## config.mk

```make
export PLATFORM = sky130hd
export DESIGN_NAME = cpu_control_unit
export DESIGN_NICKNAME = d
export VERILOG_FILES = /design/src/rtl/cpu_pkg.sv /design/src/rtl/cpu_control_unit_pc.sv /design/src/rtl/cpu_control_unit.sv
export SDC_FILE = /design/constraint.sdc
export NUM_CORES = 1
export LEC_CHECK = 0
export ABC_AREA = 1
export CORE_UTILIZATION = 44
export CTS_BUF_LIST = sky130_fd_sc_hd__clkbuf_16
export DETAILED_ROUTE_END_ITERATION = 16
export HOLD_SLACK_MARGIN = 0.08
export MAX_ROUTING_LAYER = met4
export PLACE_DENSITY = 0.8
export SLEW_MARGIN = 25
export SYNTH_ARGS = -nofsm -noshare
export SYNTH_HDL_FRONTEND = slang
export SYNTH_HIERARCHICAL = 1
export SYNTH_SLANG_ARGS = --single-unit
```

## constraint.sdc

```tcl
create_clock -name clk -period 2.1 [get_ports clk]
set_input_delay 0.42 -clock clk [delete_from_list [all_inputs] [get_ports clk]]
set_output_delay 0.42 -clock clk [all_outputs]
set_load 0.01 [all_outputs]
```

## src/rtl/cpu_pkg.sv

```systemverilog
// Shared types and constants for the 16-bit CPU control path.
// Covers opcodes, FSM states, ALU function codes and IR field positions.
package cpu_pkg;

    typedef enum logic [3:0] {
        OP_NOOP  = 4'h0,
        OP_STORE = 4'h1,
        OP_LOAD  = 4'h2,
        OP_ADD   = 4'h3,
        OP_SUB   = 4'h4,
        OP_HALT  = 4'h5
    } opcode_t;

    typedef enum logic [3:0] {
        S_INIT   = 4'd0,
        S_FETCH  = 4'd1,
        S_DECODE = 4'd2,
        S_NOOP   = 4'd3,
        S_LOAD_A = 4'd4,
        S_LOAD_B = 4'd5,
        S_STORE  = 4'd6,
        S_ADD    = 4'd7,
        S_SUB    = 4'd8,
        S_HALT   = 4'd9
    } state_t;

    localparam logic [2:0] ALU_PASS = 3'd0;
    localparam logic [2:0] ALU_ADD  = 3'd1;
    localparam logic [2:0] ALU_SUB  = 3'd2;

    // IR field positions
    localparam int OPC_MSB   = 15;
    localparam int OPC_LSB   = 12;
    localparam int DADDR_MSB = 11;
    localparam int DADDR_LSB = 4;
    localparam int RA_MSB    = 11;
    localparam int RA_LSB    = 8;
    localparam int RB_MSB    = 7;
    localparam int RB_LSB    = 4;
    localparam int RD_MSB    = 3;
    localparam int RD_LSB    = 0;

endpackage

```

## src/rtl/cpu_control_unit_pc.sv

```systemverilog
// Program counter: clear has priority over increment; the increment wraps
// from the all-ones value back to zero.
module cpu_pc #(
    parameter int PC_WIDTH = 7
) (
    input  logic                clk,
    input  logic                reset,
    input  logic                clr,
    input  logic                inc,
    output logic [PC_WIDTH-1:0] pc
);

    logic [PC_WIDTH-1:0] pc_d, pc_q;

    always_comb begin
        pc_d = pc_q;
        if (clr)
            pc_d = '0;
        else if (inc)
            pc_d = (pc_q == {PC_WIDTH{1'b1}}) ? '0 : pc_q + {{(PC_WIDTH-1){1'b0}}, 1'b1};
    end

    always_ff @(posedge clk or posedge reset) begin
        if (reset)
            pc_q <= '0;
        else
            pc_q <= pc_d;
    end

    assign pc = pc_q;

endmodule

```

## src/rtl/cpu_control_unit.sv

```systemverilog
// Multicycle control FSM for the 16-bit CPU: owns PC and IR, sequences
// fetch/decode/execute and drives register-file, data-memory and ALU controls.
module cpu_control_unit
    import cpu_pkg::*;
#(
    parameter int PC_WIDTH    = 7,
    parameter int DADDR_WIDTH = 8
) (
    input  logic                   clk,
    input  logic                   reset,
    input  logic [15:0]            instr,
    output logic [PC_WIDTH-1:0]    pc_addr,
    output logic [DADDR_WIDTH-1:0] d_addr,
    output logic                   d_wr,
    output logic                   rf_sel,
    output logic [3:0]             rf_w_addr,
    output logic                   rf_w_en,
    output logic [3:0]             rf_ra_addr,
    output logic [3:0]             rf_rb_addr,
    output logic [2:0]             alu_op,
    output logic                   halted,
    output logic [3:0]             state_o
);

    state_t      state_d, state_q;
    logic [15:0] ir_d, ir_q;
    logic        pc_clr, pc_inc;

    cpu_pc #(.PC_WIDTH(PC_WIDTH)) u_pc (
        .clk   (clk),
        .reset (reset),
        .clr   (pc_clr),
        .inc   (pc_inc),
        .pc    (pc_addr)
    );

    // Outputs depend only on state_q and ir_q, so the async reset of those
    // flops zeroes every strobe and address without waiting for an edge.
    always_comb begin
        state_d    = state_q;
        ir_d       = ir_q;
        pc_clr     = 1'b0;
        pc_inc     = 1'b0;
        d_addr     = '0;
        d_wr       = 1'b0;
        rf_sel     = 1'b0;
        rf_w_addr  = '0;
        rf_w_en    = 1'b0;
        rf_ra_addr = '0;
        rf_rb_addr = '0;
        alu_op     = ALU_PASS;
        halted     = 1'b0;

        case (state_q)
            S_INIT: begin
                pc_clr  = 1'b1;
                state_d = S_FETCH;
            end
            S_FETCH: begin
                ir_d    = instr;
                pc_inc  = 1'b1;
                state_d = S_DECODE;
            end
            S_DECODE: begin
                case (ir_q[OPC_MSB:OPC_LSB])
                    OP_STORE: state_d = S_STORE;
                    OP_LOAD:  state_d = S_LOAD_A;
                    OP_ADD:   state_d = S_ADD;
                    OP_SUB:   state_d = S_SUB;
                    OP_HALT:  state_d = S_HALT;
                    default:  state_d = S_NOOP;
                endcase
            end
            S_NOOP: state_d = S_FETCH;
            S_LOAD_A: begin
                // Memory read is synchronous: address now, write back next cycle
                d_addr  = DADDR_WIDTH'(ir_q[DADDR_MSB:DADDR_LSB]);
                rf_sel  = 1'b1;
                state_d = S_LOAD_B;
            end
            S_LOAD_B: begin
                d_addr    = DADDR_WIDTH'(ir_q[DADDR_MSB:DADDR_LSB]);
                rf_sel    = 1'b1;
                rf_w_addr = ir_q[RD_MSB:RD_LSB];
                rf_w_en   = 1'b1;
                state_d   = S_FETCH;
            end
            S_STORE: begin
                d_addr     = DADDR_WIDTH'(ir_q[DADDR_MSB:DADDR_LSB]);
                rf_ra_addr = ir_q[RD_MSB:RD_LSB];
                d_wr       = 1'b1;
                state_d    = S_FETCH;
            end
            S_ADD, S_SUB: begin
                rf_ra_addr = ir_q[RA_MSB:RA_LSB];
                rf_rb_addr = ir_q[RB_MSB:RB_LSB];
                rf_w_addr  = ir_q[RD_MSB:RD_LSB];
                rf_w_en    = 1'b1;
                alu_op     = (state_q == S_ADD) ? ALU_ADD : ALU_SUB;
                state_d    = S_FETCH;
            end
            S_HALT: halted = 1'b1;
            default: state_d = S_INIT;
        endcase
    end

    always_ff @(posedge clk or posedge reset) begin
        if (reset) begin
            state_q <= S_INIT;
            ir_q    <= '0;
        end else begin
            state_q <= state_d;
            ir_q    <= ir_d;
        end
    end

    assign state_o = state_q;

endmodule

```

==> results.ini <==
[drt]
drt_iter0_drc=71
wl_per_cell_um=11.2
dr.pass1.iters=4
wl_mm=3.47
drc=0
postRouteAntennaNets=0
via_per_inst=4.68
vias=1447

[finish]
final_cell_mix=nand2_1 (59), inv_1 (36), clkdlybuf4s50_1 (30)
drive_above_1_share=0.128
fin_nets=285
instances_no_fill=309
multi_input_area_um2=649
final_core_util=0.706
num_antenna_cells=0
area_growth_pct=48.1
n_fill_cell=269
seq_area_um2=678
layout_commonest_cell=nand2_1

[sta]
fin_ws_ns=0.101
period_needed_ns=2.00
fmax_mhz=500
setup_viol=0
rsz0062_at_grt=false
hold_viol=0
post-route-period-util=0.952
skew_ns=0.00509
setup_tns_ns=0
slew_violations=0

[synth]
ys.warnings.count=6
synth_area_um2=1490
synth_cell_types=23
ys_top_cells_by_area=dfrtp_1 (45%), nand2_1 (15%), inv_1 (9.3%)
synth_top_area_frac=0.453
synth_area_leader_cell=dfrtp_1
seq_area_frac_synth=0.453
avgSynthCellArea_um2=7.35
synth.ff_latch_count=27
synth_nets=222
synthCells=203

[outcome]
status=complete, no violations

[global_routing]
grtUsageTotal=0.219
grt_pass1_wl_mm=5.78
grt_overflow=0
antenna_found_initial=0
grt_max_degree=32
grt_pass1_vias=1415

[floorplan]
fp.coreArea_um2=3130
initial_core_util=0.477
fp.dieW_um=60.2
die-area_um2=3630
die_h_um=60.2
rows=20
ios=56

[placed_design]
dp.cells=304
post-place-ws_ns=0.0746
gp_congestion=0.807
io_buffers=54
dpl.hpwl_mm=2.62

[cts]
clockBufferDepth=2
cts_tree=built
clk_pin_slew_ns=0.07
insertion_delay_ns=0.26
htreeDepth=1
cts_hold_buf=0
cts_made_buffers=3
root_buffer=clkbuf_16
cts.sinks=27

[power]
power.density_nw_per_um2=1230
vdd_drop_max_mv=0.907
leakage_nw=1.28

[critical_path]
cp-start-kind=flop
slowest_delay_ns=0.52
path_buf_inv=2
critPathCaptureType=output pin
path_class=reg2out
crit_fanout=7
crit_family=buffers and inverters
cp_data_arrival_time_ns=1.58
cp_cell_sequence=nor2_4, nand3_4, inv_1, clkdlybuf4s50_1
crit_slowest_cell=clkdlybuf4s50_1
reg2reg_depth=9
required_ns=1.68
cp.depth=4

[job]
cap_violations=0

[hold_path]
hold_class=in2async

[layout make-up]
type | count | share of cell area
clock buffers | 3 | 0.0340
clock inverters | 1 | 0.00227
inverters | 40 | 0.0691
multi-input cells | 132 | 0.294
flip-flops and latches | 27 | 0.307
well taps | 44 | 0.0249
repair buffers | 62 | 0.269
[stage by stage]
| step | hold WS, ns | instance area (µm²) | power (mW) |
|---|---|---|---|
| 3_5_place_dp | 0.535 | 2090 | 2.24 |
| 6_report | 0.421 | 2210 | 2.72 |
| 2_1_floorplan | 0.223 | 1490 | 1.82 |
| 4_1_cts | 0.424 | 2180 | 2.71 |
| 5_1_grt | 0.457 | 2210 | 2.95 |
| 3_3_place_gp | 0.515 | 2090 | 2.21 |
[final timing paths]
kind,end,start,slack (ns)
max,alu_op[1],state_o[1]$_DFFE_PP0N_,0.10
min,u_pc/pc[1]$_DFFE_PP0P_,reset,0.42
max reg2reg,u_pc/pc[4]$_DFFE_PP0P_,state_o[1]$_DFFE_PP0N_,0.42
min reg2reg,ir_q[14]$_DFFE_PP0P_,ir_q[14]$_DFFE_PP0P_,0.55
max in group asynchronous,state_o[2]$_DFFE_PP0N_,reset,1.37
min in group clk,ir_q[14]$_DFFE_PP0P_,ir_q[14]$_DFFE_PP0P_,0.55
[routing by layer]
| metal | part of all wire | GRT usage | vias up |
|---|---|---|---|
| li1 | - | - | 734 |
| met1 | 0.44 | 0.243 | 670 |
| met2 | 0.51 | 0.389 | 37 |
| met3 | 0.037 | 0.0433 | 6 |
| met4 | 0.014 | 0.0698 | 0 |
| met5 | 0 | - | - |
[cells in the mapped netlist]
| cell | count |
|---|---|
| nand3_2 | 2 |
| xor2_1 | 2 |
| nor3_1 | 1 |
| conb_1 | 1 |
| nand3_1 | 4 |
| o21ai_2 | 6 |
| buf_4 | 1 |
| o22ai_1 | 1 |
| nor2_1 | 23 |
| nand4_1 | 2 |
| nand2_2 | 3 |
| buf_8 | 2 |
| buf_6 | 1 |
| a21oi_1 | 5 |
| inv_1 | 37 |
| nor2_2 | 2 |
| dfrtp_1 | 27 |
| inv_4 | 1 |
| nand3b_1 | 1 |
| ha_1 | 1 |
| o21ai_0 | 17 |
| inv_2 | 2 |
| nand2_1 | 61 |
[timing repair]
item | 4_1_cts | 5_1_grt
setup endpoints to repair | 23 | 10
gates resized for setup | 27 | 8
pin swaps | 1 | 1
setup buffers | 1 | 0
[state kept, by name, indices dropped and copies added (netlist names)]
name / count
state_o: 4
u_pc/pc: 7
ir_q: 16
[cell families after synthesis]
family | Yosys count | share of synthesized area
and+or+nand+nor | 99 | 0.276
buffers and inverters | 44 | 0.135
AOI/OAI and AO/OA | 29 | 0.113
DFF | 27 | 0.453
xor gates and xnor gates | 2 | 0.0117
adders and majority gates | 1 | 0.00839
other | 1 | 0.00251
[report_power, final]
group          switching, mW  total [mW]  internal (mW)
Combinational          0.840        1.39          0.549
Sequential             0.155       0.902          0.747
Clock                  0.168       0.424          0.257
Power figures use the tool's default switching activity.
